File: config.mk
export PLATFORM = sky130hd
export DESIGN_NAME = poly_sub_ctrl
export DESIGN_NICKNAME = d
export VERILOG_FILES = /design/src/rtl/poly_sub_ctrl.sv
export SDC_FILE = /design/constraint.sdc
export NUM_CORES = 1
export LEC_CHECK = 0
export BUFFER_PORTS_ARGS = -buffer_cell sky130_fd_sc_hd__buf_2
export CAP_MARGIN = 10
export CORE_ASPECT_RATIO = 0.8
export CORE_MARGIN = 4
export CORE_UTILIZATION = 60
export CTS_BUF_LIST = sky130_fd_sc_hd__clkbuf_8
export DETAILED_ROUTE_END_ITERATION = 6
export PLACE_DENSITY = 0.83
export SKIP_CTS_REPAIR_TIMING = 1
export SYNTH_ARGS = -nofsm -noshare
export SYNTH_HDL_FRONTEND = slang
export SYNTH_SLANG_ARGS = --single-unit
File: constraint.sdc
create_clock -name clk -period 7 [get_ports clk]
set_input_delay 1.05 -clock clk [delete_from_list [all_inputs] [get_ports clk]]
set_output_delay 1.05 -clock clk [all_outputs]
set_load 0.05 [all_outputs]
File: src/rtl/poly_sub_ctrl.sv
// Streams two coefficient RAMs through one mod_sub and writes r = a-b (or b-a) mod 3329.
// Three-stage pipeline: read issue, RAM data + mod_sub, registered write.

module mod_sub (
    input  logic [11:0] x,
    input  logic [11:0] y,
    output logic [11:0] r
);
    logic [12:0] d;

    assign d = {1'b0, x} - {1'b0, y};
    // On borrow the low 12 bits plus q wrap mod 4096 onto the correct residue
    assign r = d[12] ? (d[11:0] + 12'd3329) : d[11:0];
endmodule

module poly_sub_ctrl #(
    parameter int N      = 256,
    parameter int ADDR_W = 8
) (
    input  logic              clk,
    input  logic              rst,
    input  logic              start,
    input  logic              swap,
    output logic              busy,
    output logic              done,
    output logic              rd_en,
    output logic [ADDR_W-1:0] rd_addr,
    input  logic [11:0]       rd_a_data,
    input  logic [11:0]       rd_b_data,
    output logic              wr_en,
    output logic [ADDR_W-1:0] wr_addr,
    output logic [11:0]       wr_data
);
    localparam logic [1:0] S_IDLE  = 2'd0;
    localparam logic [1:0] S_RUN   = 2'd1;
    localparam logic [1:0] S_DRAIN = 2'd2;
    localparam logic [1:0] S_DONE  = 2'd3;
    localparam int STAGES = 2;
    localparam logic [ADDR_W-1:0] LAST = ADDR_W'(N - 1);

    logic [1:0]                      state;
    logic [ADDR_W-1:0]               idx;
    logic                            drain_cnt;
    logic                            swap_q;
    logic [STAGES:0]                 vld_pipe;
    logic [STAGES:1][ADDR_W-1:0]     addr_pipe;
    logic [11:0]                     sub_x, sub_y, sub_r;
    logic                            accept;

    assign accept  = (state == S_IDLE) && start;
    assign busy    = (state == S_RUN) || (state == S_DRAIN);
    assign done    = (state == S_DONE);
    assign rd_en   = vld_pipe[0];
    assign rd_addr = idx;
    assign wr_en   = vld_pipe[STAGES];
    assign wr_addr = addr_pipe[STAGES];

    always_ff @(posedge clk or posedge rst) begin
        if (rst) begin
            state     <= S_IDLE;
            idx       <= '0;
            drain_cnt <= 1'b0;
            swap_q    <= 1'b0;
        end else begin
            case (state)
                S_IDLE: if (start) begin
                    swap_q <= swap;
                    idx    <= '0;
                    state  <= S_RUN;
                end
                S_RUN: begin
                    idx <= idx + 1'b1;
                    if (idx == LAST) begin
                        state     <= S_DRAIN;
                        drain_cnt <= 1'b0;
                    end
                end
                S_DRAIN: begin
                    if (drain_cnt) state <= S_DONE;
                    drain_cnt <= 1'b1;
                end
                default: state <= S_IDLE;
            endcase
        end
    end

    assign sub_x = swap_q ? rd_b_data : rd_a_data;
    assign sub_y = swap_q ? rd_a_data : rd_b_data;

    mod_sub u_sub (.x(sub_x), .y(sub_y), .r(sub_r));

    // Read strobe is registered so it is already high in the first RUN cycle
    always_ff @(posedge clk or posedge rst) begin
        if (rst) begin
            vld_pipe  <= '0;
            addr_pipe <= '0;
            wr_data   <= '0;
        end else begin
            vld_pipe[0]  <= accept || ((state == S_RUN) && (idx != LAST));
            vld_pipe[1]  <= vld_pipe[0];
            vld_pipe[2]  <= vld_pipe[1];
            addr_pipe[1] <= idx;
            addr_pipe[2] <= addr_pipe[1];
            if (vld_pipe[1]) wr_data <= sub_r;
        end
    end
endmodule

==> impl_metrics.toml <==
[die]
num_io_pins = 60
chipWidth_um = 83.1
die_area_um2 = 5650
core_area_um2 = 4260
placementRows = 21
initial_core_util_pct = 63.5
fp.dieH_um = 68.0

[routing]
wl_met2_mm = 2.57
wl_per_cell_um = 14.8
via_per_inst = 5.70
drc = 0
ant_nets = 0
drt_iter0_markers = 111
maxUsedRoutingLayer = "met4"
first_pass_iters = 4
dr_wl_met3_um = 368
wl_mm = 5.56
vias = 2137
drt-met1-wl_mm = 2.55

[critical_path]
rr_worst_depth = 12
slowest_stage = "dfrtp_1"
cp_data_required_time_ns = 7.18
rr_endpoint = "wr_data[7]$_DFFE_PP0P_"
r2r_setup_slack_ns = 2.72
crit_path_end_kind = "flop"
path_buf_inv = 1
crit_cells = 12
crit_chain = "mux2_2, ha_1, inv_1, fa_1, a21o_1, a221o_2, o211ai_1, a221oi_1, nor2_1, nand3_1, xnor2_1, mux2_2"
critical_path.max_stage_delay_ns = 1.09
critical_path_class = "flop to flop"
crit_fanout = 26
worstSetupStartpointType = "flop"
crit_path_frequent_cell = "mux2_2"
cp.arrival_ns = 4.46
cp_top_family = "flip-flops"
rr_startpoint = "swap_q$_DFFE_PP0P_"

[global_routing]
grt_first_pass_wirelength_mm = 9.29
antenna_found_initial = 0
grt_max_degree = 44
overflow = 0
grt_pass1_vias = 1991
track_usage_pct = 20.6

[timing]
hold_viol = 0
setup_tns_ns = 0
slew_headroom_pct = 24.8
max_freq_mhz = 234
worst_clock_skew_ns = 0.00438
rsz0062_at_grt = "no"
fin_crit_sh_pct = 61.2
setup_violations = 0
whs_ns = 0.354
period_minus_slack_ns = 4.28
worst_pin_slew_ns = 1.13
maxSlewViolCount = 0

[run]
cap_violations = 0

[synthesis]
syn_nets = 311
syn_area_per_cell_um2 = 10.2
yosysSeqAreaShare_pct = 39.8
synth_area_um2 = 2700
synth-async-reset-ratio_pct = 100
yosys_warnings = 0
synthFlopType = "dfrtp_1"
synth_cell_types = 47
netlist.area_leader.share_pct = 39.8
synth_edf_count = 0
synthTopCellsByArea = "dfrtp_1, ha_1, mux2_2, mux2i_1, xnor2_1"
netlist_instances = 264
yosysTopAreaCell = "dfrtp_1"
synth-seq-cells = 43

[clock_tree]
clkTransAtPathRegs_ns = 0.08
cts_buffer_depth = 2
clk_latency_ns = 0.29
cts_root_buf = "clkbuf_8"
htreeDepth = 2
cts_tree = "built"
numClockSinks = 43
cts-buffers-inserted = 5

[status]
status = "complete, no violations"

[min_path]
hp-start = "addr_pipe[6]$_DFF_PP0_"
worst_hold_path_type = "flop to flop"
whs_endpoint = "wr_addr[6]$_DFF_PP0_"
hold_path_depth = 0

[final_layout]
multi_input_area_um2 = 1510
final_cell_mix = "buf_2, dfrtp_1, nor2_1, ha_1, mux2_2"
regArea_um2 = 1080
n_fill_cell = 336
fin_nets = 364
drive_gt1_share_pct = 29.6
areaGrowthSynthToFinish_pct = 14.2
diodes = 0
layout_commonest_cell = "buf_2"

[place]
gp_congestion = 0.877
place.port_buffers = 59
hpwlAfterDp_mm = 4.37

[power]
power_density_nw_per_um2 = 547
vdd_drop_max_uv = 389
leakage_nw = 1.50
==> synthesized netlist by cell type (2+ instances only) <==
library cell  number
inv_1              8
a31oi_1            7
ha_1              18
dfrtp_1           43
o41ai_1            2
o31ai_1            2
xnor2_1           15
buf_4              8
o21ai_0            6
o211ai_1           2
buf_1              2
a21oi_1           13
mux2i_1           14
a21o_1             2
nand2_1           12
xor2_1             7
nand2b_1           4
nor2b_1            7
nor2_1            25
or2_2              2
o22ai_1            3
and3_1             3
mux2_2            17
nand3_1           15
nand4_1            3
clkbuf_1           3
==> flip-flops by register name, indices dropped and copies added (netlist names) <==
name	flops
rd_addr	8
swap_q	1
addr_pipe	8
drain_cnt	1
vld_pipe	3
wr_data	12
wr_addr	8
state	2
==> worst reg2reg max path, delay by kind of cell, from the launching register on <==
kind	cells	cell delay, ns
and+or+nand+nor	2	0.74
AOI/OAI and AO/OA	4	0.92
xor gates and xnor gates	1	0.18
adders and majority gates	2	0.57
muxes	2	0.61
DFF	1	1.09
buffers and inverters	1	0.06
==> worst max-delay path by stage <==
| stage | slack, ns | endpoint | startpoint |
|---|---|---|---|
| 2_1_floorplan | 3.33 | wr_data[9]$_DFFE_PP0P_ | swap_q$_DFFE_PP0P_ |
| 3_3_place_gp | 2.95 | wr_data[7]$_DFFE_PP0P_ | swap_q$_DFFE_PP0P_ |
| 3_5_place_dp | 2.73 | wr_data[7]$_DFFE_PP0P_ | swap_q$_DFFE_PP0P_ |
| 4_1_cts | 2.71 | wr_data[7]$_DFFE_PP0P_ | swap_q$_DFFE_PP0P_ |
| 5_1_grt | 2.44 | wr_data[7]$_DFFE_PP0P_ | swap_q$_DFFE_PP0P_ |
| 6_report | 2.72 | wr_data[7]$_DFFE_PP0P_ | swap_q$_DFFE_PP0P_ |
==> cell families (layout without fill, tap and decap cells) <==
kind of cell             after synthesis  in the layout  share of synthesized area (%)
AO/OA/AOI/OAI                         47             47                           12.1
XOR/XNOR                              23             23                           7.73
adder cells (fa/ha/maj)               19             19                           9.07
buffers and inverters                 22             76                           4.21
flip-flops                            43             43                           39.8
multiplexers                          31             31                           12.3
AND/OR/NAND/NOR                       79             79                           14.8
==> area by class of cell <==
class	count	area share, %
multi-input cells	199	49.0
repair buffers	60	9.81
flip-flops and latches	43	34.9
well taps	57	2.31
clock buffers	5	2.23
clock inverters	3	0.770
inverters	8	0.973
==> where the power goes <==
group          switching (mW)  total (mW)  internal [mW]
clock                  0.0865       0.158         0.0713
combinational           0.685        1.11          0.428
sequential             0.0955       0.417          0.321
==> layer usage <==
layer	GRT usage [%]	vias to the layer above
li1	-	1049
met1	27.4	1002
met2	33.1	76
met3	5.29	10
met4	7.14	0
met5	0	-
==> through the flow <==
stage | power, mW | area (um^2) | utilization (%) | worst slack [ns] | cells
after global routing | 1.81 | 3090 | 72.5 | 2.44 | 375
after detailed placement | 1.53 | 2990 | 70.3 | 2.73 | 367
final | 1.69 | 3090 | 72.5 | 2.72 | 375
after floorplan | 1.32 | 2700 | - | 3.33 | 264
after global placement | 1.48 | 2990 | 70.3 | 2.95 | 367
after CTS | 1.69 | 3090 | 72.5 | 2.71 | 375
Power figures use the tool's default switching activity.
